--- src/rtl/fetch_imem_responder.sv ---
// fetch_imem_responder
//   Instruction-memory model for the responder end of the fetch_out bus.
//   Every read request is captured on the rising clock edge and its word is
//   returned RD_LATENCY cycles later through a fully pipelined shift chain.
//   There is no backpressure, and results come back in request order.
//   The block also counts accepted requests and flags npc/pc sequencing
//   errors.
//
// Optional feature (macro FETCH_IMEM_PARITY_EN):
//   Each word stores an even-parity bit. It is checked when the word is
//   returned. flip_parity(addr) corrupts the stored bit for error injection.
//   Without the macro, no parity is stored and parity_err is tied low.
//
// Ports:
//   clock        rising-edge clock
//   reset        asynchronous, active-low reset
//   instrmem_rd  read request, sampled on the rising edge
//   pc, npc      fetch address and next-pc; valid while instrmem_rd=1
//   load_en      backdoor write strobe for program preload
//   load_addr    backdoor write address
//   load_data    backdoor write data
//   instr_dout   returned word; holds the last delivered word between reads
//   instr_valid  one-cycle pulse per completed read
//   busy         any read in flight
//   rd_count     accepted requests, saturating at 16'hFFFF
//   seq_err      sticky npc != pc+1 error
//   parity_err   sticky parity error (tied to 0 without the macro)
module fetch_imem_responder #(
  parameter int DEPTH_LOG2 = 8,
  parameter int DATA_W     = 16,
  parameter int RD_LATENCY = 2
) (
  input  logic                  clock,
  input  logic                  reset,
  input  logic                  instrmem_rd,
  input  logic [15:0]           pc,
  input  logic [15:0]           npc,
  input  logic                  load_en,
  input  logic [DEPTH_LOG2-1:0] load_addr,
  input  logic [DATA_W-1:0]     load_data,
  output logic [DATA_W-1:0]     instr_dout,
  output logic                  instr_valid,
  output logic                  busy,
  output logic [15:0]           rd_count,
  output logic                  seq_err,
  output logic                  parity_err
);

  if (RD_LATENCY < 1 || RD_LATENCY > 4) begin : g_bad_latency
    $error("fetch_imem_responder: RD_LATENCY must be in 1..4");
  end

  // Clamped so that an illegal value still elaborates far enough to report.
  localparam int LAT = (RD_LATENCY < 1) ? 1 : (RD_LATENCY > 4) ? 4 : RD_LATENCY;

`ifdef FETCH_IMEM_PARITY_EN
  localparam int WORD_W = DATA_W + 1;
`else
  localparam int WORD_W = DATA_W;
`endif

  function automatic logic even_par(input logic [DATA_W-1:0] d);
    return ^d;
  endfunction

  logic [WORD_W-1:0] mem [0:(1<<DEPTH_LOG2)-1];
  logic [WORD_W-1:0] rd_word;
  logic [WORD_W-1:0] wr_word;
  logic [LAT-1:0]    vld_p;
  logic [WORD_W-1:0] out_in;
  logic              out_in_vld;
  logic [DATA_W-1:0] dout_q;

  assign rd_word = mem[pc[DEPTH_LOG2-1:0]];

`ifdef FETCH_IMEM_PARITY_EN
  assign wr_word = {even_par(load_data), load_data};
`else
  assign wr_word = load_data;
`endif

  // Array write: the read above samples the old word on the same edge,
  // which gives read-before-write for a colliding load and read.
  // The array has no reset, so the program survives reset.
`ifdef FETCH_IMEM_PARITY_EN
  always @(posedge clock) begin
`else
  always_ff @(posedge clock) begin
`endif
    if (load_en) mem[load_addr] <= wr_word;
  end

`ifdef FETCH_IMEM_PARITY_EN
  task automatic flip_parity(input logic [DEPTH_LOG2-1:0] addr);
    mem[addr][DATA_W] = ~mem[addr][DATA_W];
  endtask
`endif

  // Stage boundary: capture -> intermediate data stages (data is not reset)
  if (LAT == 1) begin : g_lat1
    assign out_in     = rd_word;
    assign out_in_vld = instrmem_rd;
  end else begin : g_latn
    logic [WORD_W-1:0] data_p [LAT-1];
    always_ff @(posedge clock) begin
      if (instrmem_rd) data_p[0] <= rd_word;
      for (int i = 1; i < LAT-1; i++) begin
        if (vld_p[i-1]) data_p[i] <= data_p[i-1];
      end
    end
    assign out_in     = data_p[LAT-2];
    assign out_in_vld = vld_p[LAT-2];
  end

  // Stage boundary: valid chain, request counter, sequencing check
  always_ff @(posedge clock or negedge reset) begin
    if (!reset) begin
      vld_p    <= '0;
      rd_count <= '0;
      seq_err  <= 1'b0;
    end else begin
      vld_p[0] <= instrmem_rd;
      for (int i = 1; i < LAT; i++) vld_p[i] <= vld_p[i-1];
      if (instrmem_rd) begin
        if (rd_count != 16'hFFFF) rd_count <= rd_count + 16'd1;
        // The 16-bit add wraps, so pc=FFFF with npc=0000 is legal.
        if (npc != pc + 16'd1) seq_err <= 1'b1;
      end
    end
  end

  // Stage boundary: output register. It loads only on delivery, so it holds
  // the last word while instr_valid is low.
  always_ff @(posedge clock or negedge reset) begin
    if (!reset) begin
      dout_q <= '0;
    end else if (out_in_vld) begin
      dout_q <= out_in[DATA_W-1:0];
    end
  end

`ifdef FETCH_IMEM_PARITY_EN
  // Checked as the word enters the output register, so the error flag rises
  // in the same cycle as instr_valid.
  always_ff @(posedge clock or negedge reset) begin
    if (!reset) begin
      parity_err <= 1'b0;
    end else if (out_in_vld && (even_par(out_in[DATA_W-1:0]) != out_in[DATA_W])) begin
      parity_err <= 1'b1;
    end
  end
`else
  assign parity_err = 1'b0;
`endif

  assign instr_dout  = dout_q;
  assign instr_valid = vld_p[LAT-1];
  assign busy        = |vld_p;

endmodule

--- config.mk ---
export PLATFORM = sky130hd
export DESIGN_NAME = fetch_imem_responder
export DESIGN_NICKNAME = d
export VERILOG_FILES = /design/src/rtl/fetch_imem_responder.sv
export SDC_FILE = /design/constraint.sdc
export NUM_CORES = 2
export LEC_CHECK = 0
export BUFFER_PORTS_ARGS = -buffer_cell sky130_fd_sc_hd__buf_2
export CORE_ASPECT_RATIO = 1.25
export CORE_MARGIN = 2
export CORE_UTILIZATION = 30
export DETAILED_ROUTE_END_ITERATION = 7
export GPL_ROUTABILITY_DRIVEN = 0
export PLACE_DENSITY_LB_ADDON = 0.3
export SYNTH_ARGS = -nofsm -noshare
export SYNTH_HDL_FRONTEND = slang
export SYNTH_MEMORY_MAX_BITS = 65536
export SYNTH_SLANG_ARGS = --single-unit
--- constraint.sdc ---
create_clock -name clock -period 5.7 [get_ports clock]
set_input_delay 0.855 -clock clock [delete_from_list [all_inputs] [get_ports clock]]
set_output_delay 0.855 -clock clock [all_outputs]
set_load 0.01 [all_outputs]
======== Word-level counts from Yosys, hierarchy flattened ========
Memories as Yosys holds them, arrays and structs flattened. A register that Yosys moved wholly into a read port is not among the register bits.
Index checks and enable logic that the tools add are counted.
word-level totals
  register bits after elaboration ......... 19
  bits in latches ......................... 0
  memory bits (writable) .................. 4112
  memory bits (read-only) ................. 0
  input bits .............................. 60
  output and inout port bits .............. 36
  memories ................................ 2
memories
  name           words  width  rd ports  clocked after Yosys merged registers in  write ports  line  RTL
  mem            256    16     1         0                                        1            66    logic [WORD_W-1:0] mem [0:(1<<DEPTH_LOG2)-1];
  g_latn.data_p  1      16     1         1                                        1            104   logic [WORD_W-1:0] data_p [LAT-1];
cells by class
  $add $sub $neg .......................... 2
  $mul .................................... 0
  div/mod/pow operators ................... 0
  order comparisons ....................... 0
  equality and inequality tests ........... 2
  shift operators ......................... 0
  multiplexer cells ....................... 4
  bitwise logic cells ..................... 0
  reductions and logical operators ........ 4
operator list
  kind                                                              number
  16-bit by 1-bit adder with 16-bit output (second input constant)  2
  16-bit != test                                                    1
  16-bit != test (second input constant)                            1
  1-bit two-way mux                                                 4
  2-bit AND reduction                                               2
  2-bit OR reduction                                                1
  1-bit logical NOT                                                 1

======== Logic depth before layout (Yosys ltp) ========
  depth after elaboration ................. 3
  gate-level depth with buffers ........... 14
  mapped depth without buffers ............ 8

======== Least setup slack after synthesis ========
Ideal clock, no wire load.
  path kind ............................... input to register
  start ................................... input port pc[1]
  end ..................................... memory g_latn.data_p[0][11] in the netlist's numbering, data pin
  setup time .............................. 0.263 ns
  data arrival time ....................... 3.052 ns
  required time ........................... 5.437 ns
  setup slack ............................. 2.385 ns
  stages .................................. 10
  path buffers ............................ 4
  cell sequence ........................... buf_2 -> buf_2 -> buf_2 -> clkbuf_1 -> mux4_2 -> mux4_2 -> a22oi_1 -> o221ai_1 -> a32oi_1 -> o31ai_1
on the way
  word-level cells in the longest chain between the ends .. 1
ends and longest elaborated chain
  item                   line  RTL
  from (decl)            36    input logic [15:0] pc,
  memory 256 x 16 bit    -
  named net rd_word[11]  67    logic [WORD_W-1:0] rd_word;
  to (decl)              104
The timed path passes the listed nets, and every way through them passes these cells.

======== Worst setup path after layout ========
  start ................................... input port pc[0]
  end ..................................... memory g_latn.data_p[0][12] in the netlist's numbering, data pin
Same word-level chain as after synthesis.

==> impl_metrics.tcl <==
set metrics [dict create \
    die_w_um 658 \
    area_delta_synth_final_pct 15.4 \
    grt_pass1_wl_um 670000 \
    critPathLaunch "pc[0]" \
    synth_fp_nets 7137 \
    syn_area_um2 160000 \
    final_cells 15100 \
    fmax_ghz 0.243 \
    viasPerCell 5.21 \
    end_kind "flip-flop" \
    hold_path.class "in -> reg" \
    syn_inst 7075 \
    p_seq_share_pct 52.8 \
    max_cap_viol_count 0 \
    path_class "in -> reg" \
    period_share_pct 72.2 \
    cp_max_fo 44 \
    cts_tree "yes" \
    p_sw_mw 14.1 \
    drc_errors 0 \
    maxSlewHeadroom_pct 7.21 \
    slowest_delay_ps 830 \
    ys_seq_area_share_pct 77.6 \
    place_ws_ps 518 \
    synth_edf_count 4112 \
    hold_violations 0 \
    core_area_um2 533000 \
    grt_max_degree 151 \
    numCtsBuffers 405 \
    drive_gt1_share_pct 29.9 \
    yosys.area.top_type "edfxtp_1" \
    antenna_found_initial 43 \
    swShare_pct 22.0 \
    arrival_ps 4880 \
    syn_avg_cell_area_um2 22.7 \
    p_int_mw 49.9 \
    routed_wl_um 490000 \
    crit_chain "buf_12 > buf_12 > buf_4 > mux4_2 > nand2_1 > o21ai_0 > o32ai_1 > buf_4 > nand4b_1 > o211ai_1 > and3_1" \
    ant_nets 0 \
    clock-root-buffer "clkbuf_16" \
    reg2reg_slack_ps 2250 \
    start_util_pct 30.1 \
    final_cell_mix "edfxtp_1, mux4_2, buf_4" \
    die-height_um 821 \
    cts_max_level 5 \
    postLayoutCoreUtil_pct 34.7 \
    crit_end "g_latn.data_p[0][12]" \
    worst_pin_slew_ps 1380 \
    timing.setup.tns_ps 0 \
    cp_top_family "buffers and inverters" \
    r2r-start "mem[175][13]" \
    first_global_vias 79500 \
    gr-total-overflow 0 \
    fin_nets 7701 \
    crit_slowest_cell "o32ai_1" \
    peakVddDrop_uv 239 \
    synth-seq-cells 4147 \
    cp_num_buf_inv 4 \
    ys_async_sr_fraction_pct 0.844 \
    run_status "completed" \
    clk-insertion-delay-late_ps 1020 \
    dieArea_um2 540000 \
    drt_iter0_drc 9561 \
    dr.pass1.iters 7 \
    dp_hpwl_um 301000 \
    p_clk_share_pct 41.7 \
    final_common_cell "edfxtp_1" \
    p_comb_share_pct 5.6 \
    clkTransAtPathRegs_ps 60 \
    grt_usage_pct 17.7 \
    cts.sinks 4147 \
    r2r-end "g_latn.data_p[0][13]" \
    io_pins 96 \
    crit_path_start_kind "input pin" \
    rows 300 \
    rsz0062_at_grt "no" \
    fin_crit_ps 4120 \
    reg2regPathDepth 7 \
    cp.depth 11 \
    power_density_nw_per_um2 346 \
    p_leak_nw 57.2 \
    synth_top_area_share_pct 77.0 \
    postCtsSetupBuffers 0 \
    clock_path_buffers 4 \
    portBuffers 94 \
    synth-main-ff-cell "edfxtp_1" \
    dp_cells 14300 \
    synth_area_leaders "edfxtp_1, mux4_2, mux2i_1" \
    drt-wirelength-per-cell_um 32.4 \
    finalSetupViolCount 0 \
    report.final.slew_viol_count 0 \
    worst_slack_ps 1580 \
    routed-via-count 78800 \
    dpl_cell_area_um2 172000 \
    fin_area_um2 185000 \
    finClkSkew_ps 83.4 \
    ys_warn_count 0 \
    worst-endpoint-required_ps 6460 \
    synth_cell_types 82 \
]
## routing by layer
metal	share of wire [%]	GRT usage (%)
met1	38	22.1
met2	50	30.5
met3	7.2	2.83
met4	4.5	7.18
met5	0.016	0
## registers in the layout (all words and copies together), names as in the netlist
name and count:
mem 4096, g_latn.data_p 16, instr_dout 16, rd_count 16, vld_p 2, seq_err 1
## power groups by stage
stage | combinational, mW | clock (mW) | sequential, mW
floorplan | 1.73 | 0 | 34.3
detailed placement | 3.59 | 0 | 34.4
finish | 3.55 | 26.7 | 33.7
CTS | 3.60 | 27.1 | 33.7
global route | 3.69 | 28.2 | 33.7
global placement | 3.54 | 0 | 34.4
## logic make-up after synthesis
logic type | share of synthesized area, %
compound gates | 2.24
xor+xnor | 0.191
fa+ha+maj | 0.0156
buf+inv | 1.69
flops | 77.6
mux | 16.7
other cells | 0.00234
simple gates | 1.56
## cell usage after synthesis (13+ instances only)
| cell type | count |
|---|---|
| edfxtp_1 | 4112 |
| mux4_2 | 1018 |
| nor2_1 | 318 |
| mux2i_1 | 308 |
| clkbuf_1 | 148 |
| buf_2 | 113 |
| a21oi_1 | 112 |
| nand2_1 | 95 |
| a221oi_1 | 65 |
| o21ai_0 | 65 |
| o22ai_1 | 63 |
| buf_6 | 53 |
| nand3_1 | 52 |
| a211oi_1 | 42 |
| a22oi_1 | 42 |
| buf_4 | 41 |
| dfrtp_1 | 35 |
| buf_1 | 28 |
| mux2_2 | 28 |
| xnor2_1 | 26 |
| o221ai_1 | 25 |
| mux4_1 | 20 |
| nor2b_1 | 20 |
| buf_8 | 18 |
| nand4_1 | 17 |
| buf_12 | 14 |
| nor3_1 | 14 |
| a31oi_1 | 13 |
## area by class of cell
cell class | count | area (µm²)
fill | 49300 | 348000
sequential | 4147 | 124000
multi-input combinational | 2504 | 33800
clock buffer | 501 | 10600
tap | 7097 | 8880
timing repair buffer | 572 | 4810
clock inverter | 243 | 2400
antenna | 47 | 118
inverter | 9 | 41.3
## what timing repair did
action / in CTS / in global routing
hold buffers: 1 / 0
resized for setup: 0 / 0
endpoints found under the hold margin: 35 / 0
## worst min-delay path by stage
| stage | end | depth (start not counted) | slack, ps | startpoint |
|---|---|---|---|---|
| after floorplan | vld_p[1] | 0 | 350 | vld_p[0] |
| after global placement | rd_count[9] | 1 | 480 | rd_count[9] |
| after detailed placement | rd_count[9] | 1 | 480 | rd_count[9] |
| after CTS | mem[168][7] | 1 | 230 | load_data[7] |
| after global routing | mem[169][7] | 1 | 250 | load_data[7] |
| final | mem[171][7] | 1 | 250 | load_data[7] |
## through the flow
| stage | hold slack [ps] | total power [mW] |
|---|---|---|
| finish | 247 | 64.0 |
| global route | 246 | 65.6 |
| CTS | 233 | 64.4 |
| detailed placement | 479 | 38.0 |
| global placement | 476 | 37.9 |
| floorplan | 352 | 36.1 |
## worst register-to-register path, stage by stage, from the launching register on
cell and delay (ps):
edfxtp_1 370, mux4_2 480, mux4_2 630, a22oi_1 550
buf_4 220, nor2_1 40, nor4_1 710, nor3_1 150
Note: power is estimated with default switching activity, not from simulation.
